[src/rtl/con4_pkg.sv]
// Shared constants, cell encodings and FSM/direction types for the connect-four win scanner.
package con4_pkg;

    localparam logic [2:0] ROWS    = 3'd6;
    localparam logic [2:0] COLS    = 3'd7;
    localparam logic [5:0] CELLS   = 6'd42;

    localparam logic [1:0] EMPTY   = 2'b00;
    localparam logic [1:0] P1      = 2'b01;
    localparam logic [1:0] P2      = 2'b10;

    localparam logic [2:0] RUN_LEN = 3'd4;
    localparam logic [1:0] MAX_K   = 2'd3;

    typedef enum logic [2:0] {
        IDLE,
        POS,
        NEG,
        NXT_DIR,
        FIN
    } state_e;

    typedef enum logic [1:0] {
        DIR_H,
        DIR_V,
        DIR_D1,
        DIR_D2
    } dir_e;

    // (drow, dcol) per direction, indexed by dir_e
    localparam logic signed [1:0] DROW [4] = '{2'sb00, 2'sb01, 2'sb01, 2'sb01};
    localparam logic signed [1:0] DCOL [4] = '{2'sb01, 2'sb00, 2'sb01, 2'sb11};

endpackage

[src/rtl/con4_win_scanner_if.sv]
// Request/result and board-read signals of the win scanner; clk/rst stay outside.
interface con4_win_scanner_if;

    logic       start;
    logic [1:0] player;
    logic [2:0] last_row;
    logic [2:0] last_col;
    logic       clear_game;
    logic [5:0] rd_addr;
    logic [1:0] rd_data;
    logic       busy;
    logic       done;
    logic       win;
    logic       draw;
    logic       err;

    modport master (
        output start, player, last_row, last_col, clear_game, rd_data,
        input  rd_addr, busy, done, win, draw, err
    );

    modport slave (
        input  start, player, last_row, last_col, clear_game, rd_data,
        output rd_addr, busy, done, win, draw, err
    );

endinterface

[src/rtl/con4_step_addr.sv]
// Candidate cell at distance k from (row, col) along +/- dir: board index and bounds flag.
module con4_step_addr
    import con4_pkg::*;
(
    input  logic [2:0] row,
    input  logic [2:0] col,
    input  dir_e       dir,
    input  logic [1:0] k,
    input  logic       sign,
    output logic [5:0] addr,
    output logic       in_bounds
);

    logic signed [4:0] dr, dc, kk, r, c;

    always_comb begin
        dr = {{3{DROW[dir][1]}}, DROW[dir]};
        dc = {{3{DCOL[dir][1]}}, DCOL[dir]};
        kk = {3'b000, k};
        r  = $signed({2'b00, row}) + (sign ? -(dr * kk) : (dr * kk));
        c  = $signed({2'b00, col}) + (sign ? -(dc * kk) : (dc * kk));
        in_bounds = (r >= 5'sd0) && (r < $signed({2'b00, ROWS})) &&
                    (c >= 5'sd0) && (c < $signed({2'b00, COLS}));
        addr = {3'b000, r[2:0]} * 6'd7 + {3'b000, c[2:0]};
    end

endmodule

[src/rtl/con4_win_scanner.sv]
// Walks the four lines through the last-placed piece, one board read per cycle,
// and reports win / draw / invalid-request with a one-cycle done pulse.
module con4_win_scanner
    import con4_pkg::*;
(
    input  logic clk,
    input  logic rst,
    con4_win_scanner_if.slave bus
);

    state_e     state, state_n;
    dir_e       dir_q, dir_n;
    logic [1:0] k_q, k_n;
    logic [2:0] count_q, count_n, count_inc;
    logic [1:0] player_q;
    logic [2:0] row_q, col_q;
    logic [5:0] move_cnt;
    logic       win_q, win_n, draw_q, draw_n, err_q, err_n;
    logic       accept, req_ok, hit, in_bounds, walking;
    logic [5:0] cand_addr;

    assign req_ok = ((bus.player == P1) || (bus.player == P2)) &&
                    (bus.last_row < ROWS) && (bus.last_col < COLS);

    con4_step_addr u_step (
        .row       (row_q),
        .col       (col_q),
        .dir       (dir_q),
        .k         (k_q),
        .sign      (state == NEG),
        .addr      (cand_addr),
        .in_bounds (in_bounds)
    );

    assign walking   = (state == POS) || (state == NEG);
    assign hit       = in_bounds && (bus.rd_data == player_q);
    assign count_inc = count_q + 3'd1;

    always_ff @(posedge clk or negedge rst) begin
        if (!rst) state <= IDLE;
        else      state <= state_n;
    end

    always_comb begin
        state_n = state;
        dir_n   = dir_q;
        k_n     = k_q;
        count_n = count_q;
        win_n   = win_q;
        draw_n  = draw_q;
        err_n   = err_q;
        accept  = 1'b0;
        unique case (state)
            IDLE: begin
                if (bus.start) begin
                    accept  = 1'b1;
                    win_n   = 1'b0;
                    draw_n  = 1'b0;
                    err_n   = !req_ok;
                    dir_n   = DIR_H;
                    k_n     = 2'd1;
                    count_n = 3'd1;
                    state_n = req_ok ? POS : FIN;
                end
            end
            POS, NEG: begin
                // A miss, an off-board cell or the third step ends this half-walk
                if (hit) begin
                    count_n = count_inc;
                    if (count_inc == RUN_LEN) begin
                        win_n   = 1'b1;
                        state_n = FIN;
                    end else if (k_q == MAX_K) begin
                        k_n     = 2'd1;
                        state_n = (state == POS) ? NEG : NXT_DIR;
                    end else begin
                        k_n = k_q + 2'd1;
                    end
                end else begin
                    k_n     = 2'd1;
                    state_n = (state == POS) ? NEG : NXT_DIR;
                end
            end
            NXT_DIR: begin
                if (dir_q == DIR_D2) begin
                    draw_n  = (move_cnt == CELLS);
                    state_n = FIN;
                end else begin
                    dir_n   = dir_e'(dir_q + 2'd1);
                    k_n     = 2'd1;
                    count_n = 3'd1;
                    state_n = POS;
                end
            end
            FIN:     state_n = IDLE;
            default: state_n = IDLE;
        endcase
    end

    always_ff @(posedge clk or negedge rst) begin
        if (!rst) begin
            dir_q    <= DIR_H;
            k_q      <= '0;
            count_q  <= '0;
            win_q    <= 1'b0;
            draw_q   <= 1'b0;
            err_q    <= 1'b0;
            player_q <= '0;
            row_q    <= '0;
            col_q    <= '0;
        end else begin
            dir_q   <= dir_n;
            k_q     <= k_n;
            count_q <= count_n;
            win_q   <= win_n;
            draw_q  <= draw_n;
            err_q   <= err_n;
            if (accept) begin
                player_q <= bus.player;
                row_q    <= bus.last_row;
                col_q    <= bus.last_col;
            end
        end
    end

    // Clear wins over increment, but a valid start in the same cycle still counts as move 1
    always_ff @(posedge clk or negedge rst) begin
        if (!rst) begin
            move_cnt <= '0;
        end else if (bus.clear_game) begin
            move_cnt <= (accept && req_ok) ? 6'd1 : '0;
        end else if (accept && req_ok && (move_cnt != CELLS)) begin
            move_cnt <= move_cnt + 6'd1;
        end
    end

    assign bus.rd_addr = (walking && in_bounds) ? cand_addr : '0;
    assign bus.busy    = (state != IDLE);
    assign bus.done    = (state == FIN);
    assign bus.win     = win_q;
    assign bus.draw    = draw_q;
    assign bus.err     = err_q;

endmodule
[src/flat_wrapper.sv]
// flat-port wrapper written by rule: the top's interface ports become plain ports
module con4_win_scanner_flat import con4_pkg::*;
  (clk, rst, bus_start, bus_player, bus_last_row, bus_last_col, bus_clear_game, bus_rd_data, bus_rd_addr, bus_busy, bus_done, bus_win, bus_draw, bus_err);
  con4_win_scanner_if bus_i ();
  input  logic clk;
  input  logic rst;
  input wire logic [$bits(bus_i.start)-1:0] bus_start;
  input wire logic [$bits(bus_i.player)-1:0] bus_player;
  input wire logic [$bits(bus_i.last_row)-1:0] bus_last_row;
  input wire logic [$bits(bus_i.last_col)-1:0] bus_last_col;
  input wire logic [$bits(bus_i.clear_game)-1:0] bus_clear_game;
  input wire logic [$bits(bus_i.rd_data)-1:0] bus_rd_data;
  output wire logic [$bits(bus_i.rd_addr)-1:0] bus_rd_addr;
  output wire logic [$bits(bus_i.busy)-1:0] bus_busy;
  output wire logic [$bits(bus_i.done)-1:0] bus_done;
  output wire logic [$bits(bus_i.win)-1:0] bus_win;
  output wire logic [$bits(bus_i.draw)-1:0] bus_draw;
  output wire logic [$bits(bus_i.err)-1:0] bus_err;
  assign bus_i.start = bus_start;
  assign bus_i.player = bus_player;
  assign bus_i.last_row = bus_last_row;
  assign bus_i.last_col = bus_last_col;
  assign bus_i.clear_game = bus_clear_game;
  assign bus_i.rd_data = bus_rd_data;
  assign bus_rd_addr = bus_i.rd_addr;
  assign bus_busy = bus_i.busy;
  assign bus_done = bus_i.done;
  assign bus_win = bus_i.win;
  assign bus_draw = bus_i.draw;
  assign bus_err = bus_i.err;
  con4_win_scanner u_core (.clk(clk), .rst(rst), .bus(bus_i));
endmodule
[config.mk]
export PLATFORM = sky130hd
export DESIGN_NAME = con4_win_scanner_flat
export DESIGN_NICKNAME = d
export VERILOG_FILES = /design/src/rtl/con4_pkg.sv /design/src/rtl/con4_win_scanner_if.sv /design/src/rtl/con4_step_addr.sv /design/src/rtl/con4_win_scanner.sv /design/src/flat_wrapper.sv
export SDC_FILE = /design/constraint.sdc
export NUM_CORES = 1
export LEC_CHECK = 0
export CAP_MARGIN = 20
export CORE_ASPECT_RATIO = 1.1
export CORE_MARGIN = 1.5
export CORE_UTILIZATION = 52
export DETAILED_ROUTE_END_ITERATION = 10
export PLACE_DENSITY = 0.8
export SYNTH_ARGS = -nofsm -noshare
export SYNTH_HDL_FRONTEND = slang
export SYNTH_SLANG_ARGS = --single-unit
[constraint.sdc]
create_clock -name clk -period 4.75 [get_ports clk]
set_input_delay 0.7125 -clock clk [delete_from_list [all_inputs] [get_ports clk]]
set_output_delay 0.7125 -clock clk [all_outputs]
set_load 0.01 [all_outputs]
Word-level counts from Yosys, hierarchy flattened
Cells that the tools add are included.
{ "totals": {"elab_cells": 117, "ff_bits": 27, "input_bits": 14} }
{ "classes": {"order_cmp": 7, "eq_ne": 19, "n_bitwise": 1, "addsub": 9, "n_mul": 3, "mux": 41, "reduce_logical": 26} }
{ "op_table": {"columns": ["op", "n"], "rows": [
  ["$mux W3", 9],
  ["$mux W2", 11],
  ["$mux W6", 3],
  ["$pmux W3 S3", 2],
  ["$reduce_and A4 Y1", 3],
  ["$add A4 B5 Y5", 2],
  ["$ge A5 B1 Y1 const B", 2],
  ["$lt A5 B4 Y1 const B", 2],
  ["$mul A2 B3 Y5", 2],
  ["$mux W5", 2],
  ["$neg A5 Y5", 2],
  ["$logic_and A1 B1 Y1", 9],
  ["$bmux W2 S2", 2],
  ["$mux W1", 8],
  ["$add A6 B1 Y6 const B", 1],
  ["$add A6 B3 Y6", 1],
  ["$eq A2 B2 Y1 const B", 3],
  ["$eq A3 B2 Y1 const B", 2],
  ["$eq A3 B3 Y1 const B", 2],
  ["$eq A6 B6 Y1 const B", 1],
  ["$lt A3 B3 Y1 const B", 2],
  ["$mul A3 B3 Y6 const B", 1],
  ["$ne A2 B1 Y1 const B", 3],
  ["$ne A6 B6 Y1 const B", 1],
  ["21 further kinds", 30]
]} }

Depth between registers and ports, before layout
{ "logic_depth": {"ltp_word": 15, "mapped_depth": 19, "ltp_nobuf": 19} }

Cells and area by module
Synthesis repeated with hierarchy kept, for this count alone.
{ "hier_totals": {"hier_cells": 241, "area_unflattened_um2": 2309.7} }
{ "modules_own_cells": {"columns": ["mod", "cells_per_inst", "instances", "area_per_inst_um2"], "rows": [
  ["con4_win_scanner", 138, 1, 1475.2],
  ["con4_step_addr", 103, 1, 834.6]
]} }

Worst setup path before layout
Ideal clock, no wire load.
{ "synth_timing": {"kind": "reg2out", "startpoint": "register u_core.dir_q[0]", "endpoint": "output bus_rd_addr[5]", "n_path_buf": 0, "required_ps": 4038, "setup_slack_ps": -288, "stages_incl_launch_ff": 20, "arrival_time_ps": 4325, "cell_sequence": "dfrtp_1 inv_1 ha_1 nand2b_1 ha_1 nand2_1 o21ai_0 inv_1 fa_1 xor2_1 inv_1 fa_1 fa_1 inv_1 fa_1 inv_1 a21o_1 a21oi_1 xor2_1 nor4_1"} }
{ "synth_via": {"elab_chain_len": 14, "word_cells_on_any_way": 26, "classes_between": "add/sub (5); mul (3); order compare (4); mux (9); bitwise (1); reduce/logical (4)"} }
{ "synth_lines": {"columns": ["element", "line_no", "text"], "rows": [
  ["start, declared", "con4_win_scanner.sv:12", "dir_e dir_q, dir_n;"],
  ["start signal, assigned", "con4_win_scanner.sv:112", "dir_q <= dir_n;"],
  ["$not A2 Y3 (implied by the code) (*)", "con4_step_addr.sv:17, con4_step_addr.sv:18", null],
  ["parallel branches: the longest is 12 deep, another holds $mul A3 B3 Y6", null, null],
  ["$mux W6 (*)", "con4_win_scanner.sv:137", "assign bus.rd_addr = (walking && in_bounds) ? cand_addr : '0;"],
  ["end, declared", "flat_wrapper.sv:13", "output wire logic [$bits(bus_i.rd_addr)-1:0] bus_rd_addr;"]
]} }
Every way passes the cells marked *. The select of a mux whose other input is x is not followed.

Worst setup path after layout
Same ends and word-level chain as after synthesis.

==> flow_summary.json <==
{
  "slew_headroom": 0.629,
  "io_pins": 25,
  "synth_edf_count": 0,
  "min_path_type": "flip-flop to flip-flop",
  "vias_per_cell": 5.72,
  "grt_util_all_layers": 0.248,
  "multiInputGateArea_um2": 1830,
  "vias": 2293,
  "yosysWarnings": 0,
  "finalNetCount": 398,
  "hold_viol": 0,
  "skew_ns": 0.0120,
  "gp_congestion": 0.885,
  "crit_slowest_cell": "fa_1",
  "final.min_clock_period_ns": 5.04,
  "synth_top_area_frac": 0.269,
  "cp_max_fo": 3,
  "grt_max_degree": 28,
  "startpoint_type": "flip-flop",
  "failed_checks": "setup timing",
  "cts_sinks": 27,
  "end_kind": "primary output",
  "pre_cts_slack_ns": -0.598,
  "regArea_um2": 676,
  "avgSynthCellArea_um2": 8.93,
  "status": "complete, but fails checks",
  "tightest_slew_ns": 0.555,
  "clock_latency_ns": 0.29,
  "cts.path.max_buffers": 2,
  "syn-num-nets": 333,
  "fin_cells": 401,
  "crit_path_frequent_cell": "inv_2",
  "startpoint": "u_core.dir_q[0]",
  "yosys.area.top_type": "dfrtp_1",
  "max_stage_delay_ns": 0.59,
  "grt_pass1_vias": 2263,
  "netlist_instances": 281,
  "synth_seq_cells": 27,
  "fill_cells": 330,
  "dr.pass1.iters": 4,
  "final-setup-viol-count": 4,
  "ys_types": 56,
  "dpl.cell_count": 384,
  "portBuffers": 24,
  "start_util": 0.540,
  "overflow": 0,
  "syn-cell-area_um2": 2510,
  "die_w_um": 69.2,
  "rsz0062_at_grt": "true",
  "hold_buffers": 0,
  "area_growth_pct": 32.2,
  "cts-root-buf": "clkbuf_8",
  "path_buf_inv": 6,
  "drt-total-wl_um": 6320,
  "cpLargestDelayFamily": "adder cells",
  "fp.dieH_um": 75.9,
  "yosys-top-cells-area": "dfrtp_1 (27%), ha_1 (15%), fa_1 (5.6%), inv_1 (5.4%), xor2_1 (4.2%)",
  "clk_pin_slew_ns": 0.11,
  "path_depth": 20,
  "fmax_mhz": 198,
  "setup_ws_ns": -0.293,
  "grt_pass1_wl_um": 10400,
  "core-area_um2": 4650,
  "h-tree-depth": 1,
  "cp.arrival_ns": 4.33,
  "async_flop_share": 1.00,
  "synth_top_flop_cell": "dfrtp_1",
  "path_cells": "inv_2 -> ha_4 -> nand2b_4 -> ha_4 -> nand2_4 -> o21ai_2 -> inv_1 -> fa_2 -> xor2_2 -> inv_2 -> fa_1 -> fa_1 -> inv_2 -> fa_2 -> inv_2 -> a21o_1 -> a21oi_2 -> xor2_1 -> nor4_2 -> buf_2",
  "drv_cap": 0,
  "antenna_found_initial": 0,
  "drt_iter0_markers": 145,
  "finalInstanceArea_um2": 3320,
  "die_area_um2": 5250,
  "place_area_um2": 3030,
  "worstSetupEndpoint": "bus_rd_addr[5]",
  "ant_nets": 0,
  "timing.rr.start": "u_core.dir_q[0]",
  "cts_buffers": 3,
  "drt-wirelength-per-cell_um": 15.8,
  "ff2ff_path_depth": 15,
  "cts_tree": "done",
  "drive_gt1_frac": 0.299,
  "r2r_slack_ns": 0.64,
  "required_ns": 4.04,
  "r2r-end": "u_core.k_q[0]",
  "setup.worst_path.class": "flip-flop to primary output",
  "drc": 0,
  "slew_violations": 0,
  "rows": 26,
  "finalCritPeriodShare": 1.06,
  "diodes": 0,
  "synth_seq_area_share": 0.269,
  "dp_hpwl_um": 4510
}
==> worst min path at each step <==
stage	startpoint	endpoint	depth (start not counted)
floorplan	rst	u_core.bus.draw	0
global placement	u_core.bus.err	u_core.bus.err	2
finish	u_core.bus.err	u_core.bus.err	2
CTS	u_core.bus.err	u_core.bus.err	2
detailed placement	u_core.bus.err	u_core.bus.err	2
global route	u_core.bus.win	u_core.bus.win	2
==> worst reg2reg max path: stages (launching register included) <==
cell and delay, ns:
dfrtp_1 0.43, buf_4 0.17, ha_1 0.20, nand2b_4 0.14, fa_2 0.45, ha_4 0.28
a21o_1 0.13, inv_1 0.06, fa_2 0.39, xnor2_2 0.19, buf_4 0.14, a31o_2 0.26
a221oi_4 0.29, and2_1 0.37, nand4_1 0.23, o31a_1 0.30
==> kinds of logic after synthesis <==
group | count (synthesis) | synth area share
buf+inv | 45 | 0.0743
compound gates | 49 | 0.139
flops | 27 | 0.269
mux | 6 | 0.0264
simple gates | 100 | 0.220
xor+xnor | 16 | 0.0613
fa+ha+maj | 38 | 0.210
==> state kept, by name, indices dropped and copies added, names as in the netlist <==
signal,flops
u_core.bus.err,1
u_core.bus.win,1
u_core.player_q,2
u_core.dir_q,2
u_core.move_cnt,6
u_core.row_q,3
u_core.count_q,3
u_core.bus.draw,1
u_core.k_q,2
u_core.col_q,3
u_core.state,3
==> cells in the mapped netlist (2+ instances only) <==
master    instances
a211o_1           2
a211oi_1          2
a21o_1            3
a21oi_1           8
a31o_2            2
a41oi_1           3
and2_1            2
and3_1            5
buf_2             2
buf_6             2
clkbuf_1          5
dfrtp_1          27
fa_1              7
ha_1             31
inv_1            36
mux2_2            5
nand2_1          24
nand2b_1          8
nand3_1           5
nand4_1           4
nor2_1           20
nor2b_1           2
nor3_1            8
nor4_1            5
o21ai_0          12
o22ai_1           2
o31a_1            2
o31ai_1           4
or3_1             3
xnor2_1           3
xor2_1           12
==> through the flow <==
step                      hold slack [ns]  setup TNS (ns)   util
final                               0.519          -0.932  0.713
after CTS                           0.528          -0.730  0.698
after detailed placement            0.488           -1.97  0.652
after floorplan                     0.417               0      -
after global routing                0.556           -1.64  0.713
after global placement              0.489           -1.35  0.652
==> placed cells by master, fill, tap and decap left out, types with 4 or more instances in the layout <==
cell type        count
buf_2                4
inv_2                6
buf_4               44
nand2_1             21
mux2_2               5
ha_4                 4
ha_1                26
nand4_1              4
dfrtp_1             27
a21oi_1              6
clkdlybuf4s50_1     18
o21ai_0             11
nor3_1               7
xor2_1              11
nor2_1              20
and3_1               5
nand2b_1             5
inv_1               30
nand3_1              5
fa_2                 4
==> per-layer routing <==
metal  GRT usage  wire, um
met1       0.302      2660
met4      0.0632       142
met3      0.0370       283
met5           0         0
met2       0.467      3240
==> layout make-up <==
| type | count | area share |
|---|---|---|
| Clock inverter | 1 | 0.00226 |
| Sequential cell | 27 | 0.204 |
| Tap cell | 56 | 0.0211 |
| Inverter | 36 | 0.0407 |
| Multi-Input combinational cell | 209 | 0.552 |
| Clock buffer | 3 | 0.0124 |
| Timing Repair Buffer | 69 | 0.168 |
==> repair_timing <==
action	in CTS	in global routing
hold endpoints to repair	0	0
gates cloned	0	0
gates resized for setup	46	12
pin swaps	22	7
setup buffers	9	4
endpoints found under the setup margin	6	6
Power is not shown: default switching activity piles up to over one toggle a cycle in this logic, so the estimate is an artifact.
